File: src/rtl/gpu_pkg.sv
// Shared miniGPU definitions: core_state encodings used by the scheduler,
// RegisterFile, ALUs, LSUs and the fetcher, plus default widths.
package gpu_pkg;

  localparam int DEFAULT_PC_BITS = 8;

  localparam logic [2:0] CORE_IDLE    = 3'b000;
  localparam logic [2:0] CORE_FETCH   = 3'b001;
  localparam logic [2:0] CORE_DECODE  = 3'b010;
  localparam logic [2:0] CORE_REQUEST = 3'b011;
  localparam logic [2:0] CORE_WAIT    = 3'b100;
  localparam logic [2:0] CORE_EXECUTE = 3'b101;
  localparam logic [2:0] CORE_UPDATE  = 3'b110;
  localparam logic [2:0] CORE_DONE    = 3'b111;

  typedef enum logic [2:0] {
    ST_IDLE    = CORE_IDLE,
    ST_FETCH   = CORE_FETCH,
    ST_DECODE  = CORE_DECODE,
    ST_REQUEST = CORE_REQUEST,
    ST_WAIT    = CORE_WAIT,
    ST_EXECUTE = CORE_EXECUTE,
    ST_UPDATE  = CORE_UPDATE,
    ST_DONE    = CORE_DONE
  } core_state_e;

endpackage

File: src/rtl/pc_select.sv
// Chooses the shared PC from the lowest-index enabled thread and flags
// whether any other enabled thread wants to go somewhere else.
module pc_select #(
  parameter int THREADS = 4,
  parameter int PC_BITS = 8
) (
  input  logic [THREADS-1:0]         thread_enable_i,
  input  logic [THREADS*PC_BITS-1:0] next_pc_i,
  output logic [PC_BITS-1:0]         sel_pc_o,
  output logic                       diverge_o
);

  // Priority pick of the lowest enabled lane; thread 0 when none is enabled.
  always_comb begin
    logic found;
    found    = 1'b0;
    sel_pc_o = next_pc_i[0 +: PC_BITS];
    for (int i = 0; i < THREADS; i++) begin
      if (!found && thread_enable_i[i]) begin
        sel_pc_o = next_pc_i[i*PC_BITS +: PC_BITS];
        found    = 1'b1;
      end
    end
  end

  // Any enabled lane disagreeing with the chosen PC is a divergence.
  always_comb begin
    diverge_o = 1'b0;
    for (int i = 0; i < THREADS; i++) begin
      if (thread_enable_i[i] && (next_pc_i[i*PC_BITS +: PC_BITS] != sel_pc_o)) begin
        diverge_o = 1'b1;
      end
    end
  end

endmodule

File: src/rtl/core_scheduler.sv
// Per-core control FSM: walks a block through FETCH..UPDATE, owns the
// shared PC, waits on outstanding LSU traffic with a bounded timeout and
// records divergence. The state register is driven straight out on
// core_state so downstream units and checkers see the live phase.
module core_scheduler
  import gpu_pkg::*;
#(
  parameter int THREADS      = 4,
  parameter int PC_BITS      = DEFAULT_PC_BITS,
  parameter int WAIT_TIMEOUT = 255
) (
  input  logic                       clk,
  input  logic                       reset,
  input  logic                       start,
  input  logic                       fetch_ready,
  input  logic                       decoded_mem_req,
  input  logic                       decoded_ret,
  input  logic [THREADS-1:0]         thread_enable,
  input  logic [THREADS-1:0]         lsu_busy,
  input  logic [THREADS*PC_BITS-1:0] next_pc,
  output logic [2:0]                 core_state,
  output logic [PC_BITS-1:0]         current_pc,
  output logic                       done,
  output logic                       pc_divergence,
  output logic                       timeout
);

  // Last counter value before the WAIT budget is exhausted.
  localparam logic [7:0] WAIT_LAST = 8'(WAIT_TIMEOUT - 1);

  core_state_e        state_q;
  logic [7:0]         wait_cnt_q;
  logic [PC_BITS-1:0] pc_q;
  logic               done_q;
  logic               div_q;
  logic               timeout_q;

  logic [PC_BITS-1:0] sel_pc;
  logic               diverge;
  logic               wait_clear;

  pc_select #(
    .THREADS (THREADS),
    .PC_BITS (PC_BITS)
  ) u_pc_select (
    .thread_enable_i (thread_enable),
    .next_pc_i       (next_pc),
    .sel_pc_o        (sel_pc),
    .diverge_o       (diverge)
  );

  // WAIT may leave when nothing is outstanding on an enabled lane.
  assign wait_clear = !decoded_mem_req || ((lsu_busy & thread_enable) == '0);

  // Phase sequencing, PC ownership, wait counter and sticky status flags.
  always_ff @(posedge clk or negedge reset) begin
    if (!reset) begin
      state_q    <= ST_IDLE;
      wait_cnt_q <= '0;
      pc_q       <= '0;
      done_q     <= 1'b0;
      div_q      <= 1'b0;
      timeout_q  <= 1'b0;
    end else begin
      case (state_q)
        ST_IDLE: begin
          if (start) begin
            state_q   <= ST_FETCH;
            pc_q      <= '0;
            done_q    <= 1'b0;
            div_q     <= 1'b0;
            timeout_q <= 1'b0;
          end
        end
        ST_FETCH: begin
          if (fetch_ready) state_q <= ST_DECODE;
        end
        ST_DECODE:  state_q <= ST_REQUEST;
        ST_REQUEST: begin
          state_q    <= ST_WAIT;
          wait_cnt_q <= '0;
        end
        ST_WAIT: begin
          if (wait_clear) begin
            state_q <= ST_EXECUTE;
          end else if (wait_cnt_q == WAIT_LAST) begin
            state_q   <= ST_DONE;
            timeout_q <= 1'b1;
            done_q    <= 1'b1;
          end else begin
            wait_cnt_q <= wait_cnt_q + 8'd1;
          end
        end
        ST_EXECUTE: state_q <= ST_UPDATE;
        ST_UPDATE: begin
          if (decoded_ret) begin
            state_q <= ST_DONE;
            done_q  <= 1'b1;
          end else begin
            state_q <= ST_FETCH;
            pc_q    <= sel_pc;
            if (diverge) div_q <= 1'b1;
          end
        end
        ST_DONE: done_q <= 1'b1;
        default: state_q <= ST_IDLE;
      endcase
    end
  end

  assign core_state    = state_q;
  assign current_pc    = pc_q;
  assign done          = done_q;
  assign pc_divergence = div_q;
  assign timeout       = timeout_q;

endmodule

File: config.mk
export PLATFORM = sky130hd
export DESIGN_NAME = core_scheduler
export DESIGN_NICKNAME = d
export VERILOG_FILES = /design/src/rtl/gpu_pkg.sv /design/src/rtl/pc_select.sv /design/src/rtl/core_scheduler.sv
export SDC_FILE = /design/constraint.sdc
export NUM_CORES = 1
export LEC_CHECK = 0
export CAP_MARGIN = 25
export CORE_AREA = 2 2 96 98
export CTS_BUF_LIST = sky130_fd_sc_hd__clkbuf_8
export CTS_CLUSTER_SIZE = 40
export DETAILED_ROUTE_END_ITERATION = 7
export DIE_AREA = 0 0 98 100
export GPL_ROUTABILITY_DRIVEN = 0
export SLEW_MARGIN = 20
export SYNTH_ARGS = -nofsm -noshare
export SYNTH_HDL_FRONTEND = slang
export SYNTH_HIERARCHICAL = 1
export SYNTH_SLANG_ARGS = --single-unit
File: constraint.sdc
create_clock -name clk -period 1.6 [get_ports clk]
set_input_delay 0.32 -clock clk [delete_from_list [all_inputs] [get_ports clk]]
set_output_delay 0.32 -clock clk [all_outputs]
set_load 0.03 [all_outputs]
# Yosys cells after proc, flatten, opt, wreduce, memory -nomap -nowiden
# Index checks and enable logic that the tools add are counted.
# W data, S select, Z words.
# word_totals
regBits	22
output_inout_bits	14
elab_cells	85
in_bits	46
# op_classes
n_eq_ne	21
bitwise_logic	1
n_mux	31
reduce_logical	25
addsub	1
# op_table
operator	count
$mux W8	7
$ne A8 B8 Y1	4
$pmux W8 S2	2
$pmux W3 S7	1
$ne A2 B2 Y1 const B	8
$mux W3	5
$mux W1	13
$eq A3 B3 Y1 const B	4
$reduce_and A4 Y1	3
$add A8 B1 Y8 const B	1
$eq A8 B8 Y1 const B	1
$logic_and A1 B1 Y1	7
$reduce_bool A7 Y1	1
$eq A3 B2 Y1 const B	2
$reduce_and A3 Y1	2
$reduce_bool A2 Y1	3
$reduce_and A5 Y1	1
$and A4 B4 Y4	1
$logic_not A1 Y1	4
$logic_not A4 Y1	1
$pmux W1 S2	2
$pmux W1 S4	1
$reduce_bool A4 Y1	1
$eq A3 B1 Y1 const B	1
3 further kinds	3

# Depth between registers and ports, before layout
# Gate-level depths: netlist of the first run.
# logic_depth
depth_word	19
depth_mapped	11
ltp_nobuf	9

# By module
# The synthesis of the first run kept the hierarchy.
# by_module_without_submodules
module	cells_each	area_each_um2	seq_area_each_um2	instances
core_scheduler	114	1201.2	550.5	1
pc_select	129	957.2	0.0	1

# Worst setup path after synthesis of the first run
# No wires, ideal clock.
# synth_timing
path_kind	input to register
start	in thread_enable[1]
end	reg div_q, in the netlist pc_divergence
arrival_ns	1.927
path_stages	10
path_slack_ns	-0.466
n_path_buf	1
setup_time_ns	0.140
path_cell_list	buf_6 > o21bai_2 > a221o_2 > xnor2_1 > nor4_1 > a31oi_1 > o41ai_2 > nand3_1 > a21oi_1 > o22ai_1
# synth_via
elab_chain_len	16
# synth_lines
element	line	text
start, declared	core_scheduler.sv:18	input logic [THREADS-1:0] thread_enable,
$logic_and A1 B1 Y1	pc_select.sv:19	if (!found && thread_enable_i[i]) begin
$mux W1	pc_select.sv:19	
$logic_not A1 Y1	pc_select.sv:19	
$logic_and A1 B1 Y1	pc_select.sv:19	
$mux W1	pc_select.sv:19	
$logic_not A1 Y1	pc_select.sv:19	
$logic_and A1 B1 Y1	pc_select.sv:19	
$mux W8	pc_select.sv:19	
$ne A8 B8 Y1	pc_select.sv:30	if (thread_enable_i[i] && (next_pc_i[i*PC_BITS +: PC_BITS] != sel_pc_o)) begin
$logic_and A1 B1 Y1	pc_select.sv:30	
$mux W1 (3 in a row)	pc_select.sv:30	
$mux W1 (*)	pc_select.sv:30	
via diverge	core_scheduler.sv:39	logic diverge;
$ne A2 B2 Y1 (no line) (*)	-	
$reduce_and A4 Y1 (no line) (*)	-	
end signal, assigned	core_scheduler.sv:62	div_q <= 1'b0;
end signal, assigned	core_scheduler.sv:71	div_q <= 1'b0;
end signal, assigned	core_scheduler.sv:102	if (diverge) div_q <= 1'b1;
end, declared	core_scheduler.sv:35	logic div_q;
# The timed path passes the listed nets; every way through them passes the cells marked *.
# A chain may end at the register's enable or synchronous reset.

# Worst setup path after layout of the first run
# Same ends and word-level chain as after synthesis.

==> results of run 1 <==
==> layout make-up <==
| type | instances | area (µm²) | share of cell area [%] |
|---|---|---|---|
| inverters | 7 | 26.3 | 0.700 |
| clock inverters | 1 | 30.0 | 0.799 |
| clock buffers | 3 | 41.3 | 1.10 |
| repair buffers | 141 | 1230 | 32.7 |
| well taps | 111 | 139 | 3.70 |
| multi-input cells | 205 | 1740 | 46.2 |
| flip-flops and latches | 22 | 554 | 14.8 |
==> through the flow <==
step	utilization [%]	setup slack (ps)	area (µm²)	hold WS [ps]
after floorplan	-	-407	2180	24.4
after global placement	37.1	-1190	3300	465
after detailed placement	37.1	-1160	3300	479
after CTS	39.8	-411	3540	412
after global routing	42.3	-557	3760	443
final	42.3	-493	3760	406
==> path summary, 6_finish.rpt <==
kind / startpoint / endpoint
worst max-delay path: thread_enable[1] / pc_divergence
worst min-delay path: reset / core_state[2]
worst max register to register: wait_cnt_q[0] / done
worst min register to register: current_pc[2] / current_pc[2]
max in group asynchronous: reset / core_state[1]
min in group clk: current_pc[2] / current_pc[2]
==> state kept, by name (all words and copies together), names as in the netlist <==
signal	flops
current_pc	8
wait_cnt_q	8
core_state	3
done	1
pc_divergence	1
timeout	1
==> routing by layer <==
metal  vias up  track usage (%)  part of all wire, %
met4         0             2.78                 0.85
met1      1164             18.9                   44
met2        67             27.4                   51
met3         8             1.81                  4.4
li1       1183                -                    -
met5         -                0                    0
==> placed cells by master, fill, tap and decap left out, types with 4 or more instances in the layout <==
master           instances
a21oi_1                  5
buf_6                   10
a22o_1                  10
nand2b_1                 4
xor2_1                  20
dlygate4sd2_1           20
clkdlybuf4s50_1         18
nor2_1                  10
dfrtp_1                 19
nand3_1                  4
dlymetal6s2s_1           8
a22oi_1                  4
mux2i_1                  8
xnor2_2                  5
xnor2_1                 10
a21oi_2                  4
nor3_1                   4
clkdlybuf4s15_1          5
buf_4                   74
inv_1                    6
o21ai_0                  9
a31oi_1                  4
nand2_1                 30
==> cells by family after synthesis <==
family,count (synthesis),share of synthesized area (%)
AND/OR/NAND/NOR,84,23.1
AO/OA/AOI/OAI,76,27.0
XOR/XNOR,35,14.2
flip-flops,22,25.5
buffers and inverters,16,5.33
multiplexers,8,3.71
adder cells (fa/ha/maj),2,1.16
==> Yosys cell counts (3+ instances only) <==
| cell | instances |
|---|---|
| nand2_1 | 31 |
| dfrtp_1 | 22 |
| xor2_1 | 20 |
| xnor2_1 | 15 |
| o21ai_0 | 13 |
| a22o_1 | 11 |
| nor2_1 | 11 |
| mux2i_1 | 8 |
| a21oi_1 | 7 |
| inv_1 | 7 |
| a22oi_1 | 6 |
| nand2b_1 | 6 |
| nand3_1 | 6 |
| nor3_1 | 6 |
| a31oi_1 | 4 |
| buf_6 | 4 |
| nor4_1 | 4 |
| o31ai_1 | 4 |
| a2bb2oi_1 | 3 |
| nor2b_1 | 3 |
| o211ai_1 | 3 |
| o22ai_1 | 3 |
==> power by group <==
part / internal [µW] / switching, µW
sequential: 733 / 150
clock: 334 / 190
combinational: 988 / 1110
total: 2060 / 1450
==> repair_timing <==
item                       4_1_cts  5_1_grt
resized for setup               76       47
buffers inserted                 8       11
setup endpoints to repair       33       13
hold buffers                     0        0
pin swaps                       25       29
==> results.json, run 1 <==
{
  "stdcell_count": 490,
  "syn_area_um2": 2160,
  "areaGrowthSynthToFinish_pct": 74.0,
  "synthTopCellsByArea": "dfrtp_1 (26%), xor2_1 (8.1%), xnor2_1 (6.1%)",
  "p_leak_uw": 0.00172,
  "cp_data_arrival_time_ps": 2240,
  "route.detailed.drc": 0,
  "wl_per_cell_um": 15.2,
  "async_reset_ff_share_pct": 100,
  "drt_first_pass_iters": 4,
  "max_stage_delay_ps": 480,
  "p_total_uw": 3510,
  "min_period_over_period_pct": 131,
  "cts_made_buffers": 3,
  "yosysWarnings": 6,
  "reg2reg_slack_ps": 40,
  "slowest_stage": "or4b_4",
  "path_max_fanout": 6,
  "grt_pass1_vias": 2488,
  "ys.flop_type": "dfrtp_1",
  "rsz0062_at_grt": "yes",
  "layout.nets": 428,
  "portBuffers": 59,
  "die_area_um2": 9800,
  "drive_gt1_share_pct": 40.6,
  "dieWidth_um": 98,
  "max_slew_margin_pct": 75.4,
  "syn_area_per_cell_um2": 8.88,
  "synth_top_area_share_pct": 25.5,
  "pin_count": 60,
  "ys_ff_latch": 22,
  "final_max_slew_viol_count": 0,
  "coreArea_um2": 8890,
  "worst_clock_skew_ps": 5.31,
  "num-fill-cells": 879,
  "cp.depth": 11,
  "setup_slack_ps": -493,
  "start_util_pct": 24.3,
  "critPathKind": "input port to flip-flop",
  "cts_tree": "yes",
  "htree_levels": 1,
  "synth-edff-count": 0,
  "worst_pin_slew_ps": 368,
  "grt_max_degree": 23,
  "synth_top_area_cell": "dfrtp_1",
  "finalCriticalPeriod_ps": 2090,
  "worst_ep_required_time_ps": 1740,
  "antenna_found_initial": 0,
  "grt_util_all_layers_pct": 14.9,
  "violations": "setup timing",
  "hold_violations": 0,
  "grt_pass1_wl_mm": 12.0,
  "path_delay_family": "simple AND/OR/NAND/NOR gates",
  "post_drt_via_cell_ratio": 4.94,
  "setup_viol": 1,
  "ir_worst_vdd_v": 0.000423,
  "n_antenna_cell": 0,
  "worstSetupStartpointType": "input port",
  "grt-ovfl-total": 0,
  "ctsLongestPathBuffers": 2,
  "finalWirelength_mm": 7.43,
  "critPathBufInv": 3,
  "reg2regPathDepth": 6,
  "vias": 2422,
  "cts-root-buf": "clkbuf_8",
  "synth.distinct_cells": 59,
  "clk_latency_ps": 270,
  "drtIter0Drc": 119,
  "power_density_nw_per_um2": 934,
  "endpoint_kind": "flip-flop",
  "cap_violations": 0,
  "seq_area_frac_synth_pct": 25.5,
  "dp_hpwl_mm": 5.60,
  "cts.clk_slew.worst_paths_ps": 80,
  "netlist_instances": 243,
  "antenna_left": 0,
  "status": "finished with violations",
  "row_count": 35,
  "dp_cells": 468,
  "clock-sinks": 22,
  "path_cells": "buf_12 -> buf_8 -> or4b_4 -> o221a_4 -> buf_6 -> nor3_4 -> o31ai_2 -> o41ai_2 -> nand3_1 -> a21oi_2 -> o22ai_1",
  "die_y_um": 100,
  "syn-num-nets": 291,
  "fmax_ghz": 0.478,
  "fin_tns_setup_ps": -493,
  "hold_class": "input port to asynchronous set/reset pin"
}
Note: power is estimated with default switching activity, not from simulation.
==> run 2: changes to the inputs <==
- clock period: 1.6 -> 2.6 ns (I/O delays scaled with it)
==> run 2 against run 1 <==
Compared with the run above: the run now ends clean; combinational power down 46%; cell area fell by 12%; register-to-register slack improved by 710 ps; global-route usage shrank 1.1 points; clock power is 61% lower; worst hold slack gained 94 ps; non-clock buffer count shrank 28; wire length is 6.2% lower; sequential share of layout area increased by 1.9 points; total power down 45%; critical endpoint unchanged; largest cell class unchanged.
==> results.json, run 2 (synthesized netlist as in run 1, its figures left out) <==
{
  "grt-ovfl-total": 0,
  "layout.nets": 400,
  "slowest_stage": "clkdlybuf4s50_1",
  "hold_violations": 0,
  "hold_slack_ps": 500,
  "path_cells": "clkdlybuf4s50_1 -> nand2b_4 -> or3_1 -> buf_4 -> nor2_2 -> buf_4 -> o31ai_1 -> o31ai_1 -> nand3_1 -> a21oi_2 -> o22ai_1",
  "critPathKind": "input port to flip-flop",
  "areaGrowthSynthToFinish_pct": 53.2,
  "portBuffers": 59,
  "wl_per_cell_um": 15.1,
  "worst_pin_slew_ps": 488,
  "endpoint_kind": "flip-flop",
  "worstHoldPathCells": 1,
  "cp_data_arrival_time_ps": 2580,
  "antenna_left": 0,
  "p_leak_uw": 0.00138,
  "coreArea_um2": 8890,
  "pin_count": 60,
  "worst_ep_required_time_ps": 2720,
  "die_y_um": 100,
  "ctsLongestPathBuffers": 2,
  "reg2reg_slack_ps": 750,
  "route.detailed.drc": 0,
  "p_total_uw": 1920,
  "grt_util_all_layers_pct": 13.8,
  "ir_worst_vdd_v": 0.000539,
  "n_antenna_cell": 0,
  "finalCriticalPeriod_ps": 2450,
  "hold_class": "flip-flop to flip-flop",
  "dp_hpwl_mm": 5.56,
  "reg2regPathDepth": 4,
  "status": "finished, final reports clean",
  "dieWidth_um": 98,
  "dp_cells": 454,
  "worstSetupStartpointType": "input port",
  "clk_latency_ps": 260,
  "min_period_over_period_pct": 94.4,
  "setup_viol": 0,
  "drtIter0Drc": 72,
  "fin_tns_setup_ps": 0,
  "antenna_found_initial": 0,
  "start_util_pct": 24.3,
  "grt_pass1_vias": 2242,
  "drt_first_pass_iters": 4,
  "vias": 2281,
  "path_delay_family": "buffers and inverters",
  "cts_made_buffers": 3,
  "row_count": 35,
  "r2r_end": "wait_cnt_q[6]",
  "finalWirelength_mm": 6.97,
  "max_slew_margin_pct": 67.5,
  "min_from": "wait_cnt_q[4]",
  "post_drt_via_cell_ratio": 4.95,
  "final_max_slew_viol_count": 0,
  "cts-root-buf": "clkbuf_8",
  "fmax_ghz": 0.407,
  "final_cell_mix": "clkdlybuf4s50_1 (56), buf_4 (52), nand2_1 (30)",
  "grt_max_degree": 23,
  "cap_violations": 0,
  "reg2reg_from": "core_state[2]",
  "cts_tree": "yes",
  "max_stage_delay_ps": 530,
  "path_max_fanout": 6,
  "die_area_um2": 9800,
  "layout_commonest_cell": "clkdlybuf4s50_1",
  "htree_levels": 1,
  "cts.clk_slew.worst_paths_ps": 80,
  "rsz0062_at_grt": "no",
  "clock-sinks": 22,
  "drive_gt1_share_pct": 25.7,
  "cts_hold_buf": 0,
  "power_density_nw_per_um2": 579,
  "stdcell_count": 461,
  "worst_clock_skew_ps": 10.1,
  "critPathBufInv": 3,
  "grt_pass1_wl_mm": 11.1,
  "min_to": "wait_cnt_q[4]"
}
==> run 2: what timing repair did <==
item                       4_1_cts  5_1_grt
buffers inserted                 0        4
setup endpoints to repair        1        1
gates resized for setup          6       14
pin swaps                        3        7
==> run 2: layout make-up <==
class / instances / area [µm²]
Multi-Input combinational cell: 205 / 1550
Tap cell: 111 / 139
Fill cell: 905 / 5580
Clock buffer: 3 / 41.3
Inverter: 7 / 26.3
Timing Repair Buffer: 113 / 1000
Sequential cell: 22 / 551
==> run 2: metal layers <==
| layer | wire length, µm | global-route usage [%] |
|---|---|---|
| met5 | 0 | 0 |
| met4 | 58 | 3.10 |
| met3 | 471 | 2.86 |
| met2 | 3370 | 23.7 |
| met1 | 3060 | 18.0 |
==> run 2: how the worst max path moves through the flow <==
| stage | startpoint | endpoint | slack, ps | depth (start not counted) |
|---|---|---|---|---|
| finish | thread_enable[3] | pc_divergence | 150 | 11 |
| CTS | next_pc[30] | pc_divergence | 120 | 10 |
| floorplan | thread_enable[1] | pc_divergence | 330 | 10 |
| global route | thread_enable[3] | pc_divergence | 0.4 | 11 |
| detailed placement | thread_enable[1] | pc_divergence | -370 | 10 |
| global placement | thread_enable[1] | pc_divergence | -320 | 11 |
==> run 2: per-stage QoR <==
step	instance area [µm²]	utilization (%)	setup WS (ps)
2_1_floorplan	2160	-	334
5_1_grt	3310	37.2	0.352
6_report	3310	37.2	145
3_3_place_gp	3170	35.7	-320
4_1_cts	3230	36.3	121
3_5_place_dp	3170	35.7	-374
==> run 2: power breakdown <==
group / internal (µW) / total [µW] / switching (µW)
clock: 103 / 206 / 103
combinational: 542 / 1140 / 603
sequential: 447 / 565 / 118
==> run 3: changes to the inputs <==
- PLACE_DENSITY_LB_ADDON: default -> 0.12
==> run 3 against run 2 <==
Compared with the run above: global-route usage rose by 0.30 points; cell area up 1.8%; combinational power barely moved; flip-flop and latch count unchanged; critical path type unchanged; worst setup slack got worse by 14 ps; clock power increased by 21%; critical endpoint unchanged; cell count up 1.3%; largest cell class unchanged.
==> results.json, run 3 (synthesized netlist as in run 1, its figures left out) <==
{
  "coreArea_um2": 8890,
  "row_count": 35,
  "clk_latency_ps": 270,
  "grt_pass1_wl_mm": 11.1,
  "status": "finished, final reports clean",
  "drive_gt1_share_pct": 25.3,
  "pin_count": 60,
  "grt_util_all_layers_pct": 14.1,
  "p_total_uw": 1960,
  "ctsLongestPathBuffers": 2,
  "path_max_fanout": 3,
  "cp_data_arrival_time_ps": 2600,
  "drt_first_pass_iters": 4,
  "antenna_found_initial": 0,
  "finalCriticalPeriod_ps": 2470,
  "layout.nets": 405,
  "cts_made_buffers": 3,
  "dp_hpwl_mm": 5.71,
  "grt_pass1_vias": 2153,
  "reg2regPathDepth": 4,
  "seq_power_share_pct": 29.1,
  "worst_ep_required_time_ps": 2730,
  "die_y_um": 100,
  "pwr-share-comb_pct": 58.2,
  "cts-root-buf": "clkbuf_8",
  "route.detailed.drc": 0,
  "drtIter0Drc": 64,
  "power.internal_uw": 1130,
  "worst_clock_skew_ps": 8.56,
  "n_antenna_cell": 0,
  "portBuffers": 59,
  "finalWirelength_mm": 7.21,
  "clock-sinks": 22,
  "min_period_over_period_pct": 95.0,
  "worstHoldPathCells": 1,
  "die_area_um2": 9800,
  "dp_cells": 458,
  "min_to": "wait_cnt_q[4]",
  "stdcell_count": 467,
  "hold_slack_ps": 494,
  "reg2reg_slack_ps": 740,
  "fmax_ghz": 0.405,
  "ir_worst_vdd_v": 0.000489,
  "grt_max_degree": 23,
  "setup_viol": 0,
  "min_from": "wait_cnt_q[4]",
  "cts_hold_buf": 0,
  "p_sw_uw": 836,
  "worst_pin_slew_ps": 511,
  "antenna_left": 0,
  "start_util_pct": 24.3,
  "grt-ovfl-total": 0,
  "p_leak_uw": 0.00145,
  "final_cell_mix": "clkdlybuf4s50_1 (54), buf_4 (54), nand2_1 (30)",
  "reg2reg_from": "core_state[2]",
  "critPathKind": "input port to flip-flop",
  "max_slew_margin_pct": 65.9,
  "worstSetupStartpointType": "input port",
  "hold_class": "flip-flop to flip-flop",
  "wl_per_cell_um": 15.4,
  "power_density_nw_per_um2": 584,
  "cts_tree": "yes",
  "post_drt_via_cell_ratio": 4.74,
  "pwr-share-clk_pct": 12.7,
  "swShare_pct": 42.6,
  "areaGrowthSynthToFinish_pct": 55.9,
  "htree_levels": 1,
  "hold_violations": 0,
  "rsz0062_at_grt": "no",
  "fin_util_pct": 37.9,
  "cap_violations": 0,
  "vias": 2214,
  "r2r_end": "wait_cnt_q[6]",
  "endpoint_kind": "flip-flop",
  "dieWidth_um": 98,
  "cts.clk_slew.worst_paths_ps": 90,
  "final_max_slew_viol_count": 0
}
## run 3: per-stage QoR
| stage | setup WS, ps | TNS, ps | area [µm²] |
|---|---|---|---|
| 2_1_floorplan | 334 | 0 | 2160 |
| 3_3_place_gp | -308 | -308 | 3200 |
| 3_5_place_dp | -319 | -319 | 3200 |
| 4_1_cts | 5.22 | 0 | 3290 |
| 5_1_grt | 33.5 | 0 | 3370 |
| 6_report | 131 | 0 | 3370 |
## run 3: power groups by stage
| stage | Combinational [µW] | Sequential, µW | Clock (µW) |
|---|---|---|---|
| after floorplan | 508 | 726 | 0 |
| after detailed placement | 1120 | 581 | 0 |
| after global placement | 1130 | 581 | 0 |
| after CTS | 1140 | 573 | 260 |
| after global routing | 1230 | 593 | 269 |
| final | 1140 | 571 | 250 |
## run 3: critical path, stage by stage
cell             delay (ps)
clkdlybuf4s50_1         540
nor4b_2                  70
a221o_2                 330
buf_6                   130
buf_4                   120
xor2_1                  140
nand3_1                 100
o311ai_1                280
nand3_1                 120
a21oi_1                 160
o22ai_1                  80
## run 3: what timing repair did
| action | 4_1_cts | 5_1_grt |
|---|---|---|
| pin swaps | 1 | 9 |
| gates resized for setup | 3 | 16 |
| gates cloned | 0 | 1 |
| endpoints found under the setup margin | 1 | 1 |
| hold endpoints to repair | 0 | 0 |
| buffers inserted | 1 | 3 |
## run 3: final cells by class
type / instances / area (µm²)
Fill cell: 902 / 5520
Timing Repair Buffer: 118 / 1070
Tap cell: 111 / 139
Inverter: 7 / 26.3
Clock buffer: 4 / 55.1
Multi-Input combinational cell: 205 / 1530
Sequential cell: 22 / 551
## run 3: worst max path at each step
stage / from / endpoint / slack [ps] / depth (start not counted)
global placement: thread_enable[1] / pc_divergence / -310 / 11
finish: next_pc[22] / pc_divergence / 130 / 11
floorplan: thread_enable[1] / pc_divergence / 330 / 10
global route: next_pc[11] / pc_divergence / 30 / 11
CTS: thread_enable[1] / pc_divergence / 5 / 11
detailed placement: thread_enable[2] / pc_divergence / -320 / 11
## run 3: routing by layer
metal	GRT usage (%)	routed length (µm)	share of wire [%]
met1	19.0	3420	48
met2	24.4	3470	48
met3	1.39	229	3.2
met4	3.53	79	1.1
met5	0	0	0
